[src/rtl/fifo_drain_if.sv]
// Handshake bundle between the last FIFO, the drain stage and the downstream consumer.
// The slave modport is the drain stage's view; master is the environment driving it.
interface fifo_drain_if #(
  parameter int WIDTH = 8,
  parameter int SEQW  = 4
);
  logic             en;
  logic             fifo_empty;
  logic [WIDTH-1:0] fifo_data;
  logic             fifo_pop;
  logic             out_vld;
  logic             out_rdy;
  logic [WIDTH-1:0] out_data;
  logic [SEQW-1:0]  out_seq;
  logic [1:0]       count;

  modport slave (
    input  en, fifo_empty, fifo_data, out_rdy,
    output fifo_pop, out_vld, out_data, out_seq, count
  );

  modport master (
    output en, fifo_empty, fifo_data, out_rdy,
    input  fifo_pop, out_vld, out_data, out_seq, count
  );
endinterface

[src/rtl/fifo_drain_stage.sv]
// Drains a first-word-fall-through FIFO into a 2-entry skid buffer with sequence tags.
// Optional macro DRAIN_STALL_CNT_EN adds a saturating backpressure stall counter output.
module fifo_drain_stage #(
  parameter int WIDTH = 8,
  parameter int SEQW  = 4
) (
  input  logic        clk,
  input  logic        rst,
  fifo_drain_if.slave bus
`ifdef DRAIN_STALL_CNT_EN
  ,
  output logic [15:0] stall_cnt
`endif
);

  typedef enum logic [1:0] {
    ZERO = 2'd0,
    ONE  = 2'd1,
    TWO  = 2'd2
  } state_e;

  state_e            state_q, state_d;
  logic [WIDTH-1:0]  e0_q, e0_d;
  logic [WIDTH-1:0]  e1_q, e1_d;
  logic [SEQW-1:0]   t0_q, t0_d;
  logic [SEQW-1:0]   t1_q, t1_d;
  logic [SEQW-1:0]   tag_q, tag_d;
  logic              accept;
  logic              drain;

  // Pop depends only on registered occupancy, never on out_rdy, so the
  // downstream ready path stays isolated from the FIFO pop path.
  always_comb begin
    accept = bus.en && !bus.fifo_empty && (state_q != TWO) && !rst;
    drain  = (state_q != ZERO) && bus.out_rdy;
  end

  always_ff @(posedge clk) begin
    if (rst) begin
      state_q <= ZERO;
      e0_q    <= '0;
      e1_q    <= '0;
      t0_q    <= '0;
      t1_q    <= '0;
      tag_q   <= '0;
    end else begin
      state_q <= state_d;
      e0_q    <= e0_d;
      e1_q    <= e1_d;
      t0_q    <= t0_d;
      t1_q    <= t1_d;
      tag_q   <= tag_d;
    end
  end

  always_comb begin
    state_d = state_q;
    e0_d    = e0_q;
    e1_d    = e1_q;
    t0_d    = t0_q;
    t1_d    = t1_q;
    tag_d   = accept ? SEQW'(tag_q + 1'b1) : tag_q;
    unique case (state_q)
      ZERO: begin
        if (accept) begin
          state_d = ONE;
          e0_d    = bus.fifo_data;
          t0_d    = tag_q;
        end
      end
      ONE: begin
        if (accept && drain) begin
          e0_d = bus.fifo_data;
          t0_d = tag_q;
        end else if (accept) begin
          state_d = TWO;
          e1_d    = bus.fifo_data;
          t1_d    = tag_q;
        end else if (drain) begin
          state_d = ZERO;
        end
      end
      TWO: begin
        // The second slot shifts forward so the head always lives in e0.
        if (drain) begin
          state_d = ONE;
          e0_d    = e1_q;
          t0_d    = t1_q;
        end
      end
      default: state_d = ZERO;
    endcase
  end

  always_comb begin
    bus.fifo_pop = accept;
    bus.out_vld  = (state_q != ZERO);
    bus.out_data = e0_q;
    bus.out_seq  = t0_q;
    bus.count    = state_q;
  end

`ifdef DRAIN_STALL_CNT_EN
  logic [15:0] stall_cnt_q, stall_cnt_d;

  always_comb begin
    stall_cnt_d = stall_cnt_q;
    if ((state_q != ZERO) && !bus.out_rdy && (stall_cnt_q != 16'hFFFF)) begin
      stall_cnt_d = stall_cnt_q + 16'd1;
    end
  end

  always_ff @(posedge clk) begin
    if (rst) begin
      stall_cnt_q <= '0;
    end else begin
      stall_cnt_q <= stall_cnt_d;
    end
  end

  assign stall_cnt = stall_cnt_q;

  stall_cnt_monotonic: assert property (
    @(posedge clk) disable iff (rst) (stall_cnt_q >= $past(stall_cnt_q))
  );
`endif

endmodule

[src/flat_wrapper.sv]
// flat-port wrapper written by rule: the top's interface ports become plain ports
module fifo_drain_stage_flat 
#(
  parameter int WIDTH = 8,
  parameter int SEQW  = 4
)
  (clk, rst, bus_en, bus_fifo_empty, bus_fifo_data, bus_out_rdy, bus_fifo_pop, bus_out_vld, bus_out_data, bus_out_seq, bus_count);
  fifo_drain_if #(.WIDTH(WIDTH), .SEQW(SEQW)) bus_i ();
  input  logic clk;
  input  logic rst;
  input wire logic [$bits(bus_i.en)-1:0] bus_en;
  input wire logic [$bits(bus_i.fifo_empty)-1:0] bus_fifo_empty;
  input wire logic [$bits(bus_i.fifo_data)-1:0] bus_fifo_data;
  input wire logic [$bits(bus_i.out_rdy)-1:0] bus_out_rdy;
  output wire logic [$bits(bus_i.fifo_pop)-1:0] bus_fifo_pop;
  output wire logic [$bits(bus_i.out_vld)-1:0] bus_out_vld;
  output wire logic [$bits(bus_i.out_data)-1:0] bus_out_data;
  output wire logic [$bits(bus_i.out_seq)-1:0] bus_out_seq;
  output wire logic [$bits(bus_i.count)-1:0] bus_count;
  assign bus_i.en = bus_en;
  assign bus_i.fifo_empty = bus_fifo_empty;
  assign bus_i.fifo_data = bus_fifo_data;
  assign bus_i.out_rdy = bus_out_rdy;
  assign bus_fifo_pop = bus_i.fifo_pop;
  assign bus_out_vld = bus_i.out_vld;
  assign bus_out_data = bus_i.out_data;
  assign bus_out_seq = bus_i.out_seq;
  assign bus_count = bus_i.count;
  fifo_drain_stage #(.WIDTH(WIDTH), .SEQW(SEQW)) u_core (.clk(clk), .rst(rst), .bus(bus_i));
endmodule
[config.mk]
export PLATFORM = sky130hd
export DESIGN_NAME = fifo_drain_stage_flat
export DESIGN_NICKNAME = d
export VERILOG_FILES = /design/src/rtl/fifo_drain_if.sv /design/src/rtl/fifo_drain_stage.sv /design/src/flat_wrapper.sv
export SDC_FILE = /design/constraint.sdc
export NUM_CORES = 1
export LEC_CHECK = 0
export ABC_AREA = 1
export BUFFER_PORTS_ARGS = -buffer_cell sky130_fd_sc_hd__buf_2
export CAP_MARGIN = 20
export CORE_MARGIN = 2
export CORE_UTILIZATION = 35
export DETAILED_ROUTE_END_ITERATION = 8
export GPL_TIMING_DRIVEN = 1
export PLACE_DENSITY_LB_ADDON = 0.25
export SETUP_SLACK_MARGIN = 0.4
export SYNTH_ARGS = -nofsm -noshare
export SYNTH_HDL_FRONTEND = slang
export SYNTH_SLANG_ARGS = --single-unit
[constraint.sdc]
create_clock -name clk -period 1.7 [get_ports clk]
set_input_delay 0.085 -clock clk [delete_from_list [all_inputs] [get_ports clk]]
set_output_delay 0.085 -clock clk [all_outputs]
set_load 0.005 [all_outputs]
==> out/results.ini <==
[timing]
tightest_slew_ns = 0.283
drv_slew = 0
setup_violations = 0
rsz0062_at_grt = true
layout_min_cycle_time_ns = 1.26
fin_tns_setup_ns = 0
clock.fmax_ghz = 0.796
maxSlewHeadroom_pct = 80.9
finalCritPeriodShare_pct = 73.9
skew_ns = 0.00338
finalHoldViolations = 0

[power_and_ir_drop]
cellPowerDensity_mw_per_mm2 = 952
leakagePower_uw = 0.000990
max-vdd-ir-drop_uv = 382

[cells_and_area]
syn_to_final_growth_pct = 25.3
fin_nets = 271
nFillCells = 447
drive_above_1_share_pct = 23.0
multiInputGateArea_um2 = 704
diodes = 0
fin_util_pct = 45.9
ff_latch_area_um2 = 603

[run_status]
status = finished clean

[drt]
post_drt_via_cell_ratio = 4.51
drc = 0
ant_nets = 0
wl_per_cell_um = 10.6
totalWireLength_mm = 3.26
first_pass_iters = 4
dr.first_iter.drc_count = 93
num_vias = 1384

[floorplanning]
ios = 29
die_area_mm2 = 0.00475
die_y_um = 69.0
core-area_mm2 = 0.00403
rows = 23
die_x_um = 69.0
start_util_pct = 36.6

[job]
drv_cap = 0

[place]
hpwl_mm = 2.00
port_buffers = 28
place.gp.congestion = 0.709

[cts]
clk_latency_ns = 0.28
path_clk_slew_ns = 0.06
clockBufferDepth = 2
cts_max_level = 2
cts-root-buf = clkbuf_8
cts_num_sinks = 30
cts_made_buffers = 5
cts_tree = built
holdBufCountCts = 0

[worst_setup_path]
worstPathArrival_ns = 1.43
cp-end-kind = flip-flop
crit_type = flip-flop to flip-flop
crit_required_ns = 1.88
start_kind = flip-flop
crit_path_max_fanout = 25

[yosys]
ys_types = 19
syn_nets = 238
synthCells = 224
yosysSeqAreaShare_pct = 40.7
synth-warning-count = 0
syn_area_mm2 = 0.00148
ys_seq_elements = 30
avgSynthCellArea_um2 = 6.59

[global_route]
grt_pass1_vias = 1167
antenna_found_initial = 0
grt_usage_pct = 14.9
grt_pass1_wl_mm = 5.13
overflow = 0
grt_max_degree = 28

[hold_path]
hold_class = primary input to flip-flop

## Yosys cell counts
cell	instances	area [µm²]
nand2_1	57	214
nand2_2	1	6.26
buf_4	1	7.51
dfxtp_1	30	601
nor2_2	1	6.26
inv_1	28	105
xnor2_1	1	8.76
nand3_2	4	40.0
nor2_1	43	161
buf_6	4	45.0
a21oi_2	2	17.5
inv_2	1	3.75
ha_1	1	12.5
a21oi_1	15	75.1
o21ai_0	14	70.1
clkinv_1	1	3.75
clkbuf_1	1	3.75
nand3_1	15	75.1
buf_2	4	20.0
## worst max-delay path, cell delays in order, from the launching register on
cell and delay (ns):
dfxtp_2 0.36, a21oi_1 0.28, nand2_4 0.22, a21oi_1 0.23, nor2_1 0.06
## cell type report
| cell class | count | area share (%) |
|---|---|---|
| well taps | 50 | 3.38 |
| clock inverters | 1 | 1.62 |
| repair buffers | 36 | 13.7 |
| clock buffers | 6 | 4.47 |
| flip-flops and latches | 30 | 32.6 |
| multi-input cells | 154 | 38.1 |
| inverters | 30 | 6.09 |
## cell usage in the layout, fill, tap and decap left out
| cell | netlist | routed |
|---|---|---|
| bufbuf_16 | 0 | 1 |
| nand3_2 | 4 | 4 |
| o21ai_1 | 0 | 2 |
| a21oi_1 | 15 | 15 |
| clkinv_1 | 1 | 1 |
| dfxtp_2 | 0 | 2 |
| clkbuf_8 | 0 | 6 |
| inv_2 | 1 | 3 |
| bufinv_16 | 0 | 1 |
| nand3_1 | 15 | 15 |
| dfxtp_1 | 30 | 28 |
| buf_2 | 4 | 28 |
| nor2_2 | 1 | 2 |
| buf_8 | 0 | 1 |
| nand2_2 | 1 | 1 |
| xnor2_1 | 1 | 1 |
| nand2_4 | 0 | 2 |
| clkbuf_16 | 0 | 1 |
| buf_6 | 4 | 1 |
| inv_1 | 28 | 26 |
| o21ai_0 | 14 | 12 |
| nor2_1 | 43 | 42 |
| a21oi_2 | 2 | 2 |
| nand2_1 | 57 | 55 |
| buf_4 | 1 | 4 |
| ha_1 | 1 | 1 |
## state kept, by name, summed over array words and instances, names as in the netlist
| name | cells |
|---|---|
| u_core.e1_q | 8 |
| u_core.tag_q | 4 |
| u_core.t1_q | 4 |
| u_core.bus.out_seq | 4 |
| u_core.bus.out_data | 8 |
| u_core.bus.count | 2 |
## where the power goes
group	switching, µW	leakage, µW	total, µW	internal [µW]
clock network	262	0.0000573	730	468
logic	148	0.000688	260	111
registers	22.1	0.000245	771	749
## path summary, 6_finish.rpt
path | from | endpoint | slack [ns] | cells past startpoint
worst max-delay path | u_core.bus.count[1] | u_core.bus.out_data[4] | 0.44 | 4
worst min-delay path | rst | u_core.bus.count[1] | 0.04 | 2
worst max register to register | u_core.bus.count[1] | u_core.bus.out_data[4] | 0.44 | 4
worst min register to register | u_core.tag_q[3] | u_core.tag_q[3] | 0.51 | 2
## stage by stage
stage / instances / hold slack (ns) / total power (µW) / setup WS, ns / cell area [µm²]
6_report: 307 / 0.0403 / 1760 / 0.443 / 1850
5_1_grt: 307 / 0.0441 / 1870 / 0.363 / 1850
4_1_cts: 305 / 0.0305 / 1780 / 0.398 / 1800
3_5_place_dp: 296 / 0.334 / 1030 / 0.376 / 1630
3_3_place_gp: 296 / 0.332 / 1030 / 0.363 / 1630
2_1_floorplan: 224 / 0.154 / 961 / 0.455 / 1480
## layer usage
metal	GRT usage, %	up-vias	part of all wire (%)
met5	0	-	0
met4	9.56	0	2.7
met3	3.08	8	3.5
li1	-	752	-
met1	19.1	598	51
met2	22.5	26	43
## kinds of logic (layout without fill, tap and decap cells)
group | Yosys count | after routing | share of synthesized area [%]
flip-flops | 30 | 30 | 40.7
AO/OA/AOI/OAI | 31 | 31 | 11.0
XOR/XNOR | 1 | 1 | 0.593
AND/OR/NAND/NOR | 121 | 121 | 34.1
adder cells (fa/ha/maj) | 1 | 1 | 0.847
buffers and inverters | 40 | 73 | 12.8
## what timing repair did
action | in CTS | in global routing
setup buffers | 1 | 1
gates resized for setup | 7 | 7
setup endpoints to repair | 10 | 26
gates cloned | 1 | 1
(Power assumes the default switching activity.)
